## src/rtl/vote_ctrl.sv

```systemverilog
// Five-voter round controller: opens a timed voting window, tallies the sticky yes flags,
// then shows the majority/minority result for a fixed lockout before accepting a new round.
module vote_ctrl #(
  parameter int unsigned WIN_CYC  = 1000,
  parameter int unsigned SHOW_CYC = 500
) (
  input  logic       clk,
  input  logic       rst_n,
  input  logic       start,
  input  logic [4:0] vote,
  output logic       voting,
  output logic [4:0] voted,
  output logic [2:0] yes_cnt,
  output logic       pass,
  output logic       fail,
  output logic       done
);

  typedef enum logic [1:0] {StIdle, StVote, StTally, StShow} state_e;

  localparam logic [15:0] WinLast  = 16'(WIN_CYC - 1);
  localparam logic [15:0] ShowLast = 16'(SHOW_CYC - 1);

  state_e      state_q, state_d;
  logic [15:0] win_cnt_q, win_cnt_d;
  logic [15:0] show_cnt_q, show_cnt_d;
  logic [4:0]  voted_q, voted_d;
  logic [2:0]  yes_cnt_q, yes_cnt_d;
  logic        pass_q, pass_d;
  logic        fail_q, fail_d;
  logic        done_q, done_d;
  logic [4:0]  vote_acc;
  logic [2:0]  ones;

  always_comb begin
    state_d    = state_q;
    win_cnt_d  = win_cnt_q;
    show_cnt_d = show_cnt_q;
    voted_d    = voted_q;
    yes_cnt_d  = yes_cnt_q;
    pass_d     = pass_q;
    fail_d     = fail_q;
    done_d     = 1'b0;
    // Early close looks at this cycle's votes too, not just the registered flags.
    vote_acc   = voted_q | vote;
    ones       = 3'd0;
    for (int i = 0; i < 5; i++) begin
      ones = ones + {2'b00, voted_q[i]};
    end

    case (state_q)
      StIdle: begin
        if (start) begin
          state_d   = StVote;
          win_cnt_d = 16'd0;
          voted_d   = 5'd0;
          yes_cnt_d = 3'd0;
          pass_d    = 1'b0;
          fail_d    = 1'b0;
        end
      end
      StVote: begin
        voted_d   = vote_acc;
        win_cnt_d = win_cnt_q + 16'd1;
        if ((win_cnt_q == WinLast) || (vote_acc == 5'b11111)) begin
          state_d = StTally;
        end
      end
      StTally: begin
        yes_cnt_d  = ones;
        pass_d     = (ones >= 3'd3);
        fail_d     = (ones < 3'd3);
        done_d     = 1'b1;
        show_cnt_d = 16'd0;
        state_d    = StShow;
      end
      StShow: begin
        show_cnt_d = show_cnt_q + 16'd1;
        if (show_cnt_q == ShowLast) begin
          state_d = StIdle;
        end
      end
      default: state_d = StIdle;
    endcase
  end

  always_ff @(posedge clk) begin
    if (!rst_n) begin
      state_q    <= StIdle;
      win_cnt_q  <= 16'd0;
      show_cnt_q <= 16'd0;
      voted_q    <= 5'd0;
      yes_cnt_q  <= 3'd0;
      pass_q     <= 1'b0;
      fail_q     <= 1'b0;
      done_q     <= 1'b0;
    end else begin
      state_q    <= state_d;
      win_cnt_q  <= win_cnt_d;
      show_cnt_q <= show_cnt_d;
      voted_q    <= voted_d;
      yes_cnt_q  <= yes_cnt_d;
      pass_q     <= pass_d;
      fail_q     <= fail_d;
      done_q     <= done_d;
    end
  end

  assign voting  = (state_q == StVote);
  assign voted   = voted_q;
  assign yes_cnt = yes_cnt_q;
  assign pass    = pass_q;
  assign fail    = fail_q;
  assign done    = done_q;

endmodule
```

## config.mk

```make
export PLATFORM = sky130hd
export DESIGN_NAME = vote_ctrl
export DESIGN_NICKNAME = d
export VERILOG_FILES = /design/src/rtl/vote_ctrl.sv
export SDC_FILE = /design/constraint.sdc
export NUM_CORES = 1
export LEC_CHECK = 0
export CORE_MARGIN = 10
export CORE_UTILIZATION = 61
export DETAILED_ROUTE_END_ITERATION = 10
export PLACE_DENSITY = 0.9
export SETUP_SLACK_MARGIN = 0.5
export SLEW_MARGIN = 40
export SYNTH_ARGS = -nofsm -noshare
export SYNTH_HDL_FRONTEND = slang
export SYNTH_SLANG_ARGS = --single-unit
```

## constraint.sdc

```tcl
create_clock -name clk -period 3.4 [get_ports clk]
set_input_delay 0.85 -clock clk [delete_from_list [all_inputs] [get_ports clk]]
set_output_delay 0.85 -clock clk [all_outputs]
set_load 0.05 [all_outputs]
```

==> results.txt <==
area growth from synthesis to layout = 15.5%
Yosys cell types = 41
ys flop type = dfxtp_1
worst r2r src = state_q[1]$_SDFFE_PN0P_
CP max FO = 7
full die area = 6380 sq um
final std cells w/o fill = 322
Pre-antenna DRT Iters = 4
Die Wd = 79.8 um
Worst Reg-to-Reg Cells = 6
nets@finish = 292
die height = 79.8 um
CTS tree = built
measured slew at the worst slew-check pin = 0.546 ns
Cells after Synth = 255
Final Hold Fails = 0
number of global-route vias before repair = 1,798
Setup crit end kind = primary output
Pleak = 0.952 nW
crit path from = state_q[1]$_SDFFE_PN0P_
I/O pin cnt = 20
slew margin rel. = 63.2%
average size of a mapped cell = 8.57 sq um
total gr overflow = 0
wire per inst = 13.9 um
clk sinks = 45
Fin Hold WS = 0.508 ns
GRT Total Usage = 15.0%
design area = 2520 sq um
root buf cell = clkbuf_4
first-pass GRT wire length = 7780 um
fmax = 406 MHz
unrepaired setup endpoints after global routing = false
# hold bufs at CTS = 0
area post-placement = 2410 sq um
DPL Wire Length = 3110 um
flops & latches, synth = 45
total CTS buffers = 5
Power per Cell Area = 594 nW/um^2
htree depth = 2
Worst EP required = 2.55 ns
final period utilization = 72.5%
post-CTS setup buffers = 0
gpl congestion = 0.830
Clock Tree Buf Depth = 2
placed insts = 314
Net Count, Synth = 272
VDD IR max = 0.508 mV
Worst setup SP type = flip-flop
Port-buffer cells = 19
crit path kind = reg2out
Final setup viols = 0
antenna-violating nets left = 0
Clk pin slew, worst setup/hold paths = 0.14 ns
number of diodes = 0
initial antenna violation count = 0
hold_sp = show_cnt_q[12]$_SDFFE_PN0P_
hold path depth = 2
Post-Syn Area = 2180 sq um
clock latency on the worst-skew pair = 0.37 ns
Max-cap violations = 0
floorplan row count = 21
run status = finished, final reports clean
vias = 1,810
critical path's slowest cell = dlymetal6s2s_1
Vias/cell = 5.62
share of cells above drive strength 1 = 5.43%
Ys Warns = 0
starting density of the core = 64.5%
clk_skew = 0.0184 ns
first-iteration detailed-routing DRC count = 139
setup TNS = 0 ns
Tmin final = 2.47 ns
CP arrival = 1.62 ns
Slowest Stage Delay on Critical Path = 0.47 ns
largest net degree at the start of global routing = 30
asr flop ratio synth = 0%
DR DRC count = 0
Max Transition Viols Final = 0
Post-synth EDFFs = 0
Tightest Hold Check Type = reg2reg
worst-path cell chain = inv_1, ha_1, dlymetal6s2s_1
DRT Wirelength = 4460 um
sequential area share after synthesis = 41.2%
Placeable Area = 3390 sq um
## stage by stage
stage / setup slack (ns) / utilization (%) / power [mW]
after floorplan: 0.975 / - / 0.953
after global placement: 0.852 / 71.2 / 1.08
after detailed placement: 0.840 / 71.2 / 1.09
after CTS: 0.536 / 74.3 / 1.50
after global routing: 0.865 / 74.4 / 1.58
final: 0.935 / 74.4 / 1.50
## worst paths after layout
check / to / slack [ns]
setup / recovery: voting / 0.93
hold / removal: show_cnt_q[12]$_SDFFE_PN0P_ / 0.51
setup reg to reg: show_cnt_q[11]$_SDFFE_PN0P_ / 1.06
hold reg to reg: show_cnt_q[12]$_SDFFE_PN0P_ / 0.51
## cell families (layout without fill, tap and decap cells)
group / after synthesis / count (layout) / synth area share (%)
adders and majority gates: 9 / 9 / 5.84
xor gates and xnor gates: 15 / 15 / 6.01
AOI/OAI and AO/OA: 38 / 38 / 10.8
muxes: 9 / 9 / 4.18
buffers and inverters: 20 / 41 / 3.61
and+or+nand+nor: 119 / 119 / 28.4
DFF: 45 / 45 / 41.2
## what timing repair did
action	in CTS	in global routing
gates resized for setup	0	1
endpoints found under the setup margin	0	1
endpoints found under the hold margin	0	0
## layer usage
| layer | vias to the layer above | share of wire (%) | track usage (%) |
|---|---|---|---|
| met3 | 8 | 6.2 | 5.07 |
| met1 | 840 | 46 | 17.2 |
| met4 | 0 | 1.6 | 6.69 |
| met5 | - | 0 | 0 |
| met2 | 42 | 46 | 24.8 |
| li1 | 920 | - | - |
## layout make-up
type	count	area [sq um]
fill	239	867
clock inverter	3	68.8
multi-input combinational	190	1200
clock buffer	5	37.5
tap	46	57.6
timing repair buffer	21	208
inverter	12	45.0
sequential	45	901
## worst max-delay path, delay by kind of cell (launching register included)
family / cells / cell delay, ns
buffers and inverters: 2 / 0.56
adder cells (fa/ha/maj): 1 / 0.30
flip-flops: 1 / 0.37
## flip-flops by register name, indices dropped and copies added, names as in the netlist
name and cells:
win_cnt_q 16, yes_cnt 3, state_q 2, show_cnt_q 16, fail 1, pass 1
done 1, voted 5
## cell usage in the layout (no fill, tap or decap), types with 2 or more instances in the layout
cell and n:
nand3_1 13, nor3_1 6, xor2_1 12, and4_1 2, a32oi_1 3, and3_1 5, fa_1 2, a21boi_0 3
or3_1 2, clkbuf_4 5, nand2_1 25, and2_1 9, buf_4 2, bufinv_16 2, ha_1 7, nor2b_1 9
o22ai_1 2, clkdlybuf4s50_1 18, mux2i_1 8, o21ai_1 2, inv_1 12, a21oi_1 11, nand2b_1 4, o211ai_1 2
nand4_1 8, nor2_1 27, dfxtp_1 45, xnor2_1 3, o21ai_0 10, nor4_1 2
## synth_stat cells, drive strengths merged (2+ instances only)
master,n,area (sq um)
nand2b,4,25.0
a21oi,11,55.1
and4,3,27.5
ha,7,87.6
o21ai,12,60.1
nand4,8,50.1
mux2i,8,80.1
o211ai,2,15.0
nand3,13,65.1
nand2,25,93.8
nor2,27,101
and2,9,56.3
clkbuf,7,26.3
o22ai,2,12.5
nor4,3,25.0
xor2,12,105
xnor2,3,26.3
inv,12,45.0
fa,2,40.0
and3,5,31.3
or3,2,12.5
or4,2,18.8
nor2b,9,56.3
a21boi,3,22.5
dfxtp,45,901
nor3,6,30.0
a32oi,3,26.3
## report_power, final
part / switching (mW) / internal (mW)
logic: 0.319 / 0.165
clock network: 0.182 / 0.231
registers: 0.0355 / 0.565
Power figures use the tool's default switching activity.
